[src/rtl/snoop_bus_controller_if.sv]
// ============================================================================
// Module : snoop_bus_pkg / snoop_bus_controller_if
// Brief  : RAM status type and the cache/RAM bundle of the snoop controller.
// Rev    : 1.0  initial release
// ============================================================================
`timescale 1ns/1ps
`default_nettype none

package snoop_bus_pkg;
    typedef enum logic [1:0] {
        FREE   = 2'd0,
        BUSY   = 2'd1,
        ACCESS = 2'd2,
        ERROR  = 2'd3
    } ramstate_t;
endpackage

interface snoop_bus_controller_if
    import snoop_bus_pkg::*;
#(
    parameter int NCORES = 2,
    parameter int ADDR_W = 32,
    parameter int WORD_W = 32
);
    logic [NCORES-1:0]             dREN;
    logic [NCORES-1:0]             dWEN;
    logic [NCORES-1:0][ADDR_W-1:0] daddr;
    logic [NCORES-1:0][WORD_W-1:0] dstore;
    logic [NCORES-1:0]             cctrans;
    logic [NCORES-1:0]             ccwrite;
    logic [NCORES-1:0]             dwait;
    logic [NCORES-1:0][WORD_W-1:0] dload;
    logic [NCORES-1:0]             ccwait;
    logic [NCORES-1:0]             ccinv;
    logic [NCORES-1:0][ADDR_W-1:0] ccsnoopaddr;
    logic                          ramREN;
    logic                          ramWEN;
    logic [ADDR_W-1:0]             ramaddr;
    logic [WORD_W-1:0]             ramstore;
    logic [WORD_W-1:0]             ramload;
    ramstate_t                     ramstate;

    // Controller side
    modport slave (
        input  dREN, dWEN, daddr, dstore, cctrans, ccwrite, ramload, ramstate,
        output dwait, dload, ccwait, ccinv, ccsnoopaddr,
               ramREN, ramWEN, ramaddr, ramstore
    );

    // Caches + RAM side
    modport master (
        output dREN, dWEN, daddr, dstore, cctrans, ccwrite, ramload, ramstate,
        input  dwait, dload, ccwait, ccinv, ccsnoopaddr,
               ramREN, ramWEN, ramaddr, ramstore
    );
endinterface

`default_nettype wire

[src/rtl/snoop_bus_controller.sv]
// ============================================================================
// Module : snoop_bus_controller
// Brief  : Round-robin N-core snooping coherence controller in front of one RAM.
// Rev    : 1.0  initial release
// ============================================================================
`timescale 1ns/1ps
`default_nettype none

module snoop_bus_controller
    import snoop_bus_pkg::*;
#(
    parameter int NCORES    = 2,
    parameter int ADDR_W    = 32,
    parameter int WORD_W    = 32,
    parameter int SNOOP_LAT = 1
)(
    input  wire logic             CLK,
    input  wire logic             nRST,
    snoop_bus_controller_if.slave bus
);
    localparam int IDX_W = $clog2(NCORES);
    localparam int CNT_W = (SNOOP_LAT > 1) ? $clog2(SNOOP_LAT) : 1;
    localparam logic [IDX_W-1:0] C_LAST_RST = IDX_W'(NCORES - 1);
    localparam logic [CNT_W-1:0] C_CNT_LOAD = CNT_W'(SNOOP_LAT - 1);

    typedef enum logic [2:0] {
        ST_IDLE    = 3'd0,
        ST_SNOOP   = 3'd1,
        ST_WB      = 3'd2,
        ST_RD      = 3'd3,
        ST_SNOOPWB = 3'd4
    } state_t;

    state_t           r_state, w_state_nxt;
    logic [IDX_W-1:0] r_req,   w_req_nxt;
    logic [IDX_W-1:0] r_last,  w_last_nxt;
    logic [IDX_W-1:0] r_snp,   w_snp_nxt;
    logic [CNT_W-1:0] r_cnt,   w_cnt_nxt;

    logic [NCORES-1:0] w_elig;
    logic              w_any_elig;
    logic [IDX_W-1:0]  w_grant;
    logic [IDX_W-1:0]  w_rr_idx;
    logic              w_dirty;
    logic [IDX_W-1:0]  w_dirty_idx;
    logic              w_req_live;
    logic              w_access;

    assign w_elig     = bus.cctrans & (bus.dREN | bus.dWEN);
    assign w_req_live = bus.cctrans[r_req];
    assign w_access   = (bus.ramstate == ACCESS);

    // Walk downward so the last hit written is the nearest one after r_last.
    always_comb begin
        w_any_elig = 1'b0;
        w_grant    = r_last;
        w_rr_idx   = '0;
        for (int k = NCORES; k >= 1; k--) begin
            w_rr_idx = IDX_W'((int'(r_last) + k) % NCORES);
            if (w_elig[w_rr_idx]) begin
                w_any_elig = 1'b1;
                w_grant    = w_rr_idx;
            end
        end
    end

    always_comb begin
        w_dirty     = 1'b0;
        w_dirty_idx = '0;
        for (int s = NCORES - 1; s >= 0; s--) begin
            if ((IDX_W'(s) != r_req) && bus.cctrans[s] && bus.ccwrite[s]) begin
                w_dirty     = 1'b1;
                w_dirty_idx = IDX_W'(s);
            end
        end
    end

    always_ff @(posedge CLK or negedge nRST) begin
        if (!nRST) begin
            r_state <= ST_IDLE;
            r_req   <= '0;
            r_last  <= C_LAST_RST;
            r_snp   <= '0;
            r_cnt   <= '0;
        end else begin
            r_state <= w_state_nxt;
            r_req   <= w_req_nxt;
            r_last  <= w_last_nxt;
            r_snp   <= w_snp_nxt;
            r_cnt   <= w_cnt_nxt;
        end
    end

    always_comb begin
        w_state_nxt = r_state;
        w_req_nxt   = r_req;
        w_last_nxt  = r_last;
        w_snp_nxt   = r_snp;
        w_cnt_nxt   = r_cnt;
        case (r_state)
            ST_IDLE: begin
                if (w_any_elig) begin
                    w_req_nxt   = w_grant;
                    w_last_nxt  = w_grant;
                    w_cnt_nxt   = C_CNT_LOAD;
                    w_state_nxt = bus.dWEN[w_grant] ? ST_WB : ST_SNOOP;
                end
            end
            ST_SNOOP: begin
                if (!w_req_live) begin
                    w_state_nxt = ST_IDLE;
                end else if (r_cnt == '0) begin
                    if (w_dirty) begin
                        w_snp_nxt   = w_dirty_idx;
                        w_state_nxt = ST_SNOOPWB;
                    end else begin
                        w_state_nxt = ST_RD;
                    end
                end else begin
                    w_cnt_nxt = r_cnt - 1'b1;
                end
            end
            ST_RD, ST_WB: begin
                if (!w_req_live || w_access) begin
                    w_state_nxt = ST_IDLE;
                end
            end
            ST_SNOOPWB: begin
                if (w_access) begin
                    w_state_nxt = ST_IDLE;
                end
            end
            default: w_state_nxt = ST_IDLE;
        endcase
    end

    // Strobes follow the state; only the completion pulse looks at ramstate.
    always_comb begin
        bus.dwait       = '1;
        bus.dload       = '0;
        bus.ccwait      = '0;
        bus.ccinv       = '0;
        bus.ccsnoopaddr = '0;
        bus.ramREN      = 1'b0;
        bus.ramWEN      = 1'b0;
        bus.ramaddr     = '0;
        bus.ramstore    = '0;
        case (r_state)
            ST_SNOOP: begin
                for (int s = 0; s < NCORES; s++) begin
                    if (IDX_W'(s) != r_req) begin
                        bus.ccwait[s]      = 1'b1;
                        bus.ccsnoopaddr[s] = bus.daddr[r_req];
                        bus.ccinv[s]       = bus.ccwrite[r_req];
                    end
                end
            end
            ST_RD: begin
                bus.ramREN  = 1'b1;
                bus.ramaddr = bus.daddr[r_req];
                if (w_access && w_req_live) begin
                    bus.dload[r_req] = bus.ramload;
                    bus.dwait[r_req] = 1'b0;
                end
            end
            ST_WB: begin
                bus.ramWEN   = 1'b1;
                bus.ramaddr  = bus.daddr[r_req];
                bus.ramstore = bus.dstore[r_req];
                if (w_access && w_req_live) begin
                    bus.dwait[r_req] = 1'b0;
                end
            end
            ST_SNOOPWB: begin
                bus.ccwait[r_snp]      = 1'b1;
                bus.ccsnoopaddr[r_snp] = bus.daddr[r_req];
                bus.ccinv[r_snp]       = bus.ccwrite[r_req];
                bus.ramWEN             = 1'b1;
                bus.ramaddr            = bus.daddr[r_req];
                bus.ramstore           = bus.dstore[r_snp];
                if (w_access) begin
                    bus.dload[r_req] = bus.dstore[r_snp];
                    bus.dwait[r_req] = 1'b0;
                    bus.dwait[r_snp] = 1'b0;
                end
            end
            default: ;
        endcase
    end

endmodule

`default_nettype wire

[src/flat_wrapper.sv]
// flat-port wrapper written by rule: the top's interface ports become plain ports
module snoop_bus_controller_flat import snoop_bus_pkg::*;
#(
    parameter int NCORES    = 2,
    parameter int ADDR_W    = 32,
    parameter int WORD_W    = 32,
    parameter int SNOOP_LAT = 1
)
  (CLK, nRST, bus_dREN, bus_dWEN, bus_daddr, bus_dstore, bus_cctrans, bus_ccwrite, bus_ramload, bus_ramstate, bus_dwait, bus_dload, bus_ccwait, bus_ccinv, bus_ccsnoopaddr, bus_ramREN, bus_ramWEN, bus_ramaddr, bus_ramstore);
  snoop_bus_controller_if #(.NCORES(NCORES), .ADDR_W(ADDR_W), .WORD_W(WORD_W)) bus_i ();
  input  wire logic CLK;
  input  wire logic nRST;
  input wire logic [$bits(bus_i.dREN)-1:0] bus_dREN;
  input wire logic [$bits(bus_i.dWEN)-1:0] bus_dWEN;
  input wire logic [$bits(bus_i.daddr)-1:0] bus_daddr;
  input wire logic [$bits(bus_i.dstore)-1:0] bus_dstore;
  input wire logic [$bits(bus_i.cctrans)-1:0] bus_cctrans;
  input wire logic [$bits(bus_i.ccwrite)-1:0] bus_ccwrite;
  input wire logic [$bits(bus_i.ramload)-1:0] bus_ramload;
  input wire logic [$bits(bus_i.ramstate)-1:0] bus_ramstate;
  output wire logic [$bits(bus_i.dwait)-1:0] bus_dwait;
  output wire logic [$bits(bus_i.dload)-1:0] bus_dload;
  output wire logic [$bits(bus_i.ccwait)-1:0] bus_ccwait;
  output wire logic [$bits(bus_i.ccinv)-1:0] bus_ccinv;
  output wire logic [$bits(bus_i.ccsnoopaddr)-1:0] bus_ccsnoopaddr;
  output wire logic [$bits(bus_i.ramREN)-1:0] bus_ramREN;
  output wire logic [$bits(bus_i.ramWEN)-1:0] bus_ramWEN;
  output wire logic [$bits(bus_i.ramaddr)-1:0] bus_ramaddr;
  output wire logic [$bits(bus_i.ramstore)-1:0] bus_ramstore;
  assign bus_i.dREN = bus_dREN;
  assign bus_i.dWEN = bus_dWEN;
  assign bus_i.daddr = bus_daddr;
  assign bus_i.dstore = bus_dstore;
  assign bus_i.cctrans = bus_cctrans;
  assign bus_i.ccwrite = bus_ccwrite;
  assign bus_i.ramload = bus_ramload;
  assign bus_i.ramstate = bus_ramstate;
  assign bus_dwait = bus_i.dwait;
  assign bus_dload = bus_i.dload;
  assign bus_ccwait = bus_i.ccwait;
  assign bus_ccinv = bus_i.ccinv;
  assign bus_ccsnoopaddr = bus_i.ccsnoopaddr;
  assign bus_ramREN = bus_i.ramREN;
  assign bus_ramWEN = bus_i.ramWEN;
  assign bus_ramaddr = bus_i.ramaddr;
  assign bus_ramstore = bus_i.ramstore;
  snoop_bus_controller #(.NCORES(NCORES), .ADDR_W(ADDR_W), .WORD_W(WORD_W), .SNOOP_LAT(SNOOP_LAT)) u_core (.CLK(CLK), .nRST(nRST), .bus(bus_i));
endmodule
[config.mk]
export PLATFORM = sky130hd
export DESIGN_NAME = snoop_bus_controller_flat
export DESIGN_NICKNAME = d
export VERILOG_FILES = /design/src/rtl/snoop_bus_controller_if.sv /design/src/rtl/snoop_bus_controller.sv /design/src/flat_wrapper.sv
export SDC_FILE = /design/constraint.sdc
export NUM_CORES = 1
export LEC_CHECK = 0
export ABC_AREA = 0
export BUFFER_PORTS_ARGS = -buffer_cell sky130_fd_sc_hd__buf_2
export CORE_AREA = 10 10 136 138
export CTS_CLUSTER_SIZE = 40
export DETAILED_ROUTE_END_ITERATION = 16
export DIE_AREA = 0 0 146 148
export HOLD_SLACK_MARGIN = 0.08
export PLACE_DENSITY = 0.48
export SYNTH_ARGS = -nofsm -noshare
export SYNTH_HDL_FRONTEND = slang
export SYNTH_SLANG_ARGS = --single-unit
[constraint.sdc]
create_clock -name CLK -period 2.2 [get_ports CLK]
set_input_delay 0.33 -clock CLK [delete_from_list [all_inputs] [get_ports CLK]]
set_output_delay 0.33 -clock CLK [all_outputs]
set_load 0.01 [all_outputs]
==> out/metrics.sh <==
TRITONCTS.NUM_BUFFERS=3
DIE_AREA_MM2=0.0216
FMAXACHIEVABLE_MHz=446
AREA_GROWTH_SYN_TO_LAYOUT_PCT=126
POST_ROUTE_CELLS_DRIVE_ABOVE_1_SHARE=0.598
TIMING_MAX_TRANSITION_VIOLATIONS_FINAL=0
CRIT_PATH_END_KIND='output pin'
SYNTH_TOP_CELLS_BY_AREA='sky130_fd_sc_hd__nand2_1 24%, sky130_fd_sc_hd__o22ai_1 16%, sky130_fd_sc_hd__a31oi_1 14%'
IOS=372
DRT.ANTENNA.VIOLATING_NETS=0
LAYOUT.AREA.SEQ_UM2=153
FRACTION_OF_SYNTHESIZED_CELL_AREA_TAKEN_BY_THE_TOP_AREA_CELL_TYPE=0.237
YS_FF_LATCH=6
ROUTABILITYCONGESTION=0.884
TOTAL_LEAKAGE_POWER_uW=0.00304
POST-SYNTH-TOP-AREA-CELL='sky130_fd_sc_hd__nand2_1'
CHIPWIDTH_UM=146
FF2FF_SETUP_SLACK_PS=610
TIMING.CRITICAL_PATH.FROM_TYPE='flip-flop'
SYNTHESIS.AREA_PER_INSTANCE_UM2=5.58
SETUP_SLACK_PS=-42.8
GR-TOTAL-OVERFLOW=0
FLOORPLAN.CORE_AREA_MM2=0.0157
FILLERINSTANCES=1715
NUM_ANTENNA_CELLS=0
USE_MET1=0.214
YS_TYPES=43
FIRST_PASS_GRT_WIRE_LENGTH_UM=33200
RSZ_0062_RAISED_AFTER_GLOBAL_ROUTING='yes'
YOSYSSEQAREASHARE=0.0552
FINAL_MIN_PERIOD_OVER_CLOCK_PERIOD=1.02
SYNTH.CELLS.MOST_FREQUENT='173 x sky130_fd_sc_hd__nand2_1, 68 x sky130_fd_sc_hd__o22ai_1, 60 x sky130_fd_sc_hd__a31oi_1'
MULTI_INPUT_GATE_AREA_IN_THE_FINAL_LAYOUT_MM2=0.00284
PLACE.PORT_BUFFERS=371
PEAKVDDDROP_uV=412
CTS-ROOT-BUF='sky130_fd_sc_hd__clkbuf_16'
CTS_MAX_LEVEL=1
FINAL-SETUP-VIOL-COUNT=28
HOLD-WORST-SLACK_PS=457
CLKTRANSATPATHREGS_PS=40
DRT_PASS1_ITERATIONS=5
SYN-INSTANCE-COUNT=492
CTS_TREE='done'
WL_PER_CELL_UM=23.0
POST-ROUTE-DRC-COUNT=0
STATUS='complete, but fails checks'
WORST_SETUP_PATH_STARTPOINT='u_core.r_state[1]'
DIE_H_UM=148
DRT-INITIAL-DRC-COUNT=311
DRT_WL_TOTAL_UM=25100
CLOCK_INSERTION_DELAY_AT_THE_LATER_PIN_OF_THE_SKEW_REPORT_PS=230
CP_CELL_SEQUENCE='buf_6 -> and3b_2 -> buf_6 -> o211ai_1 -> buf_4 -> clkbuf_16 -> a31oi_1 -> buf_2'
GRT.TOTAL_USAGE=0.186
WORST_PATH_LARGEST_CELL_DELAY_PS=390
NUM_ROWS=46
STARTING_DENSITY_OF_THE_CORE=0.175
SYN-CELL-AREA_MM2=0.00274
FINAL_NETS=1047
GRT_START_MAX_NET_PINS=47
GROUTE.LAYER.MET2.USAGE=0.335
WORSTPATHARRIVAL_PS=1910
SYNTHFLOPTYPE='sky130_fd_sc_hd__dfrtp_1'
SYNTHESIS.NETS=664
CRITICAL_PATH_REQUIRED_PS=1870
FAILED_CHECKS='setup timing'
FINALSETUPTNS_PS=-434
ROUTED-VIA-COUNT=5670
POSTSYNTH.ASYNCRESETSHARE=1.00
CTS_BUFFER_DEPTH=2
FINALWORSTPATHREQUIREDPERIOD_PS=2240
FIN_SKEW_PS=1.68
FIRST_GLOBAL_VIAS=5553
TIMING.SLEW.HEADROOM=0.691
GR-MAX-USAGE-LAYER='met2'
TIMING_WORST_SETUP_PATH_TYPE='flip-flop to output pin'
WORST-PATH-MAX-FANOUT=8
TRITONCTS_NUM_SINKS=6
DETAILEDPLACEMENTHPWL_UM=17400
FINAL-HOLD-VIOLATION-COUNT=0
VIA_PER_INST=5.20
ANTENNA_FOUND_INITIAL=1
POST_SYNTH_EDFFS=0
SYNTHESIS.YOSYS.WARNINGS=0
YOSYS.CELL_COUNT.TOP_TYPE='sky130_fd_sc_hd__nand2_1'
TIGHTEST_SLEW_PS=457
CRIT_PATH_FREQUENT_CELL='sky130_fd_sc_hd__buf_6'
TIMING.CRITICAL_PATH.SLOWEST_STAGE_CELL='sky130_fd_sc_hd__dfrtp_1'
WORSTHOLDPATHTYPE='input pin to asynchronous set/reset pin'
TIMING.RR.START='u_core.r_last'
CELLPOWERDENSITY_mW_PER_MM2=866
GROUTE.LAYER.MET3.USAGE=0.0559
TIMING.MAX_CAP.VIOLATIONS=0
-- state kept, by name (all words and copies together), names as in the netlist --
register and count:
u_core.r_last 1, u_core.r_req 1, u_core.r_state 3, u_core.r_snp 1
-- worst max-delay path, delay by kind of cell, from the launching register on --
| kind | cells | cell delay, ps |
|---|---|---|
| DFF | 1 | 390 |
| AOI/OAI and AO/OA | 2 | 280 |
| and+or+nand+nor | 1 | 230 |
| buffers and inverters | 5 | 780 |
-- where the power goes --
group	leakage [uW]	internal, uW	switching (uW)
combinational	0.00293	2080	2760
clock	0.0000382	241	69.6
sequential	0.0000701	160	52.5
total	0.00304	2480	2890
-- stage by stage --
step	cells	util	power [uW]	worst slack [ps]	instance area (um2)
floorplan	492	-	2240	331	2740
global placement	1051	0.315	3910	106	4950
detailed placement	1051	0.315	3880	80.6	4950
CTS	1060	0.329	4330	-17.7	5160
global route	1090	0.395	5710	-129	6200
finish	1090	0.395	5370	-42.8	6200
-- metal layers --
layer / up-vias / wire length, um / part of all wire
met1: 2646 / 9590 / 0.38
met4: 0 / 590 / 0.023
li1: 2623 / - / -
met5: - / 0 / 0
met2: 356 / 12700 / 0.50
met3: 45 / 2270 / 0.090
-- cell families (layout without fill, tap and decap cells) --
family | count (synthesis) | after routing | synth area share
AO/OA/AOI/OAI | 221 | 221 | 0.516
flip-flops | 6 | 6 | 0.0552
AND/OR/NAND/NOR | 203 | 204 | 0.307
buffers and inverters | 55 | 436 | 0.0958
multiplexers | 6 | 6 | 0.0228
XOR/XNOR | 1 | 1 | 0.00319
-- cell type report --
| class | count | share of cell area |
|---|---|---|
| clock buffers | 4 | 0.0127 |
| inverters | 2 | 0.00121 |
| multi-input cells | 432 | 0.458 |
| flip-flops and latches | 6 | 0.0246 |
| well taps | 216 | 0.0436 |
| repair buffers | 430 | 0.460 |
-- cell usage in the layout, fill, tap and decap left out, types with 3 or more instances in the layout --
cell and count:
sky130_fd_sc_hd__a31oi_2 7, sky130_fd_sc_hd__clkbuf_16 14, sky130_fd_sc_hd__a22o_1 25, sky130_fd_sc_hd__a31oi_4 8, sky130_fd_sc_hd__o21ai_0 14, sky130_fd_sc_hd__nor2_4 3, sky130_fd_sc_hd__buf_6 25, sky130_fd_sc_hd__nand2_1 147
sky130_fd_sc_hd__o22ai_2 20, sky130_fd_sc_hd__buf_12 15, sky130_fd_sc_hd__nand3_1 3, sky130_fd_sc_hd__dfrtp_1 4, sky130_fd_sc_hd__o22ai_1 47, sky130_fd_sc_hd__nand2_2 23, sky130_fd_sc_hd__a21oi_1 35, sky130_fd_sc_hd__nand2_4 4
sky130_fd_sc_hd__mux2i_1 4, sky130_fd_sc_hd__buf_2 354, sky130_fd_sc_hd__a22o_4 5, sky130_fd_sc_hd__a31oi_1 45, sky130_fd_sc_hd__buf_4 21, sky130_fd_sc_hd__nor2_1 6
-- path summary, 6_finish.rpt --
check / end / cells past startpoint
hold / removal: u_core.r_req / 2
setup / recovery: bus_dload[42] / 8
min in group CLK: u_core.r_snp / 4
max in group asynchronous: u_core.r_last / 2
hold reg to reg: u_core.r_last / 2
setup reg to reg: u_core.r_state[1] / 4
-- timing repair --
action,4_1_cts,5_1_grt
buffers inserted,2,15
endpoints found under the hold margin,5,0
pin swaps,1,33
resized for setup,17,107
gates cloned,2,15
hold buffers,1,0
endpoints found under the setup margin,96,139
Note: power is estimated with default switching activity, not from simulation.
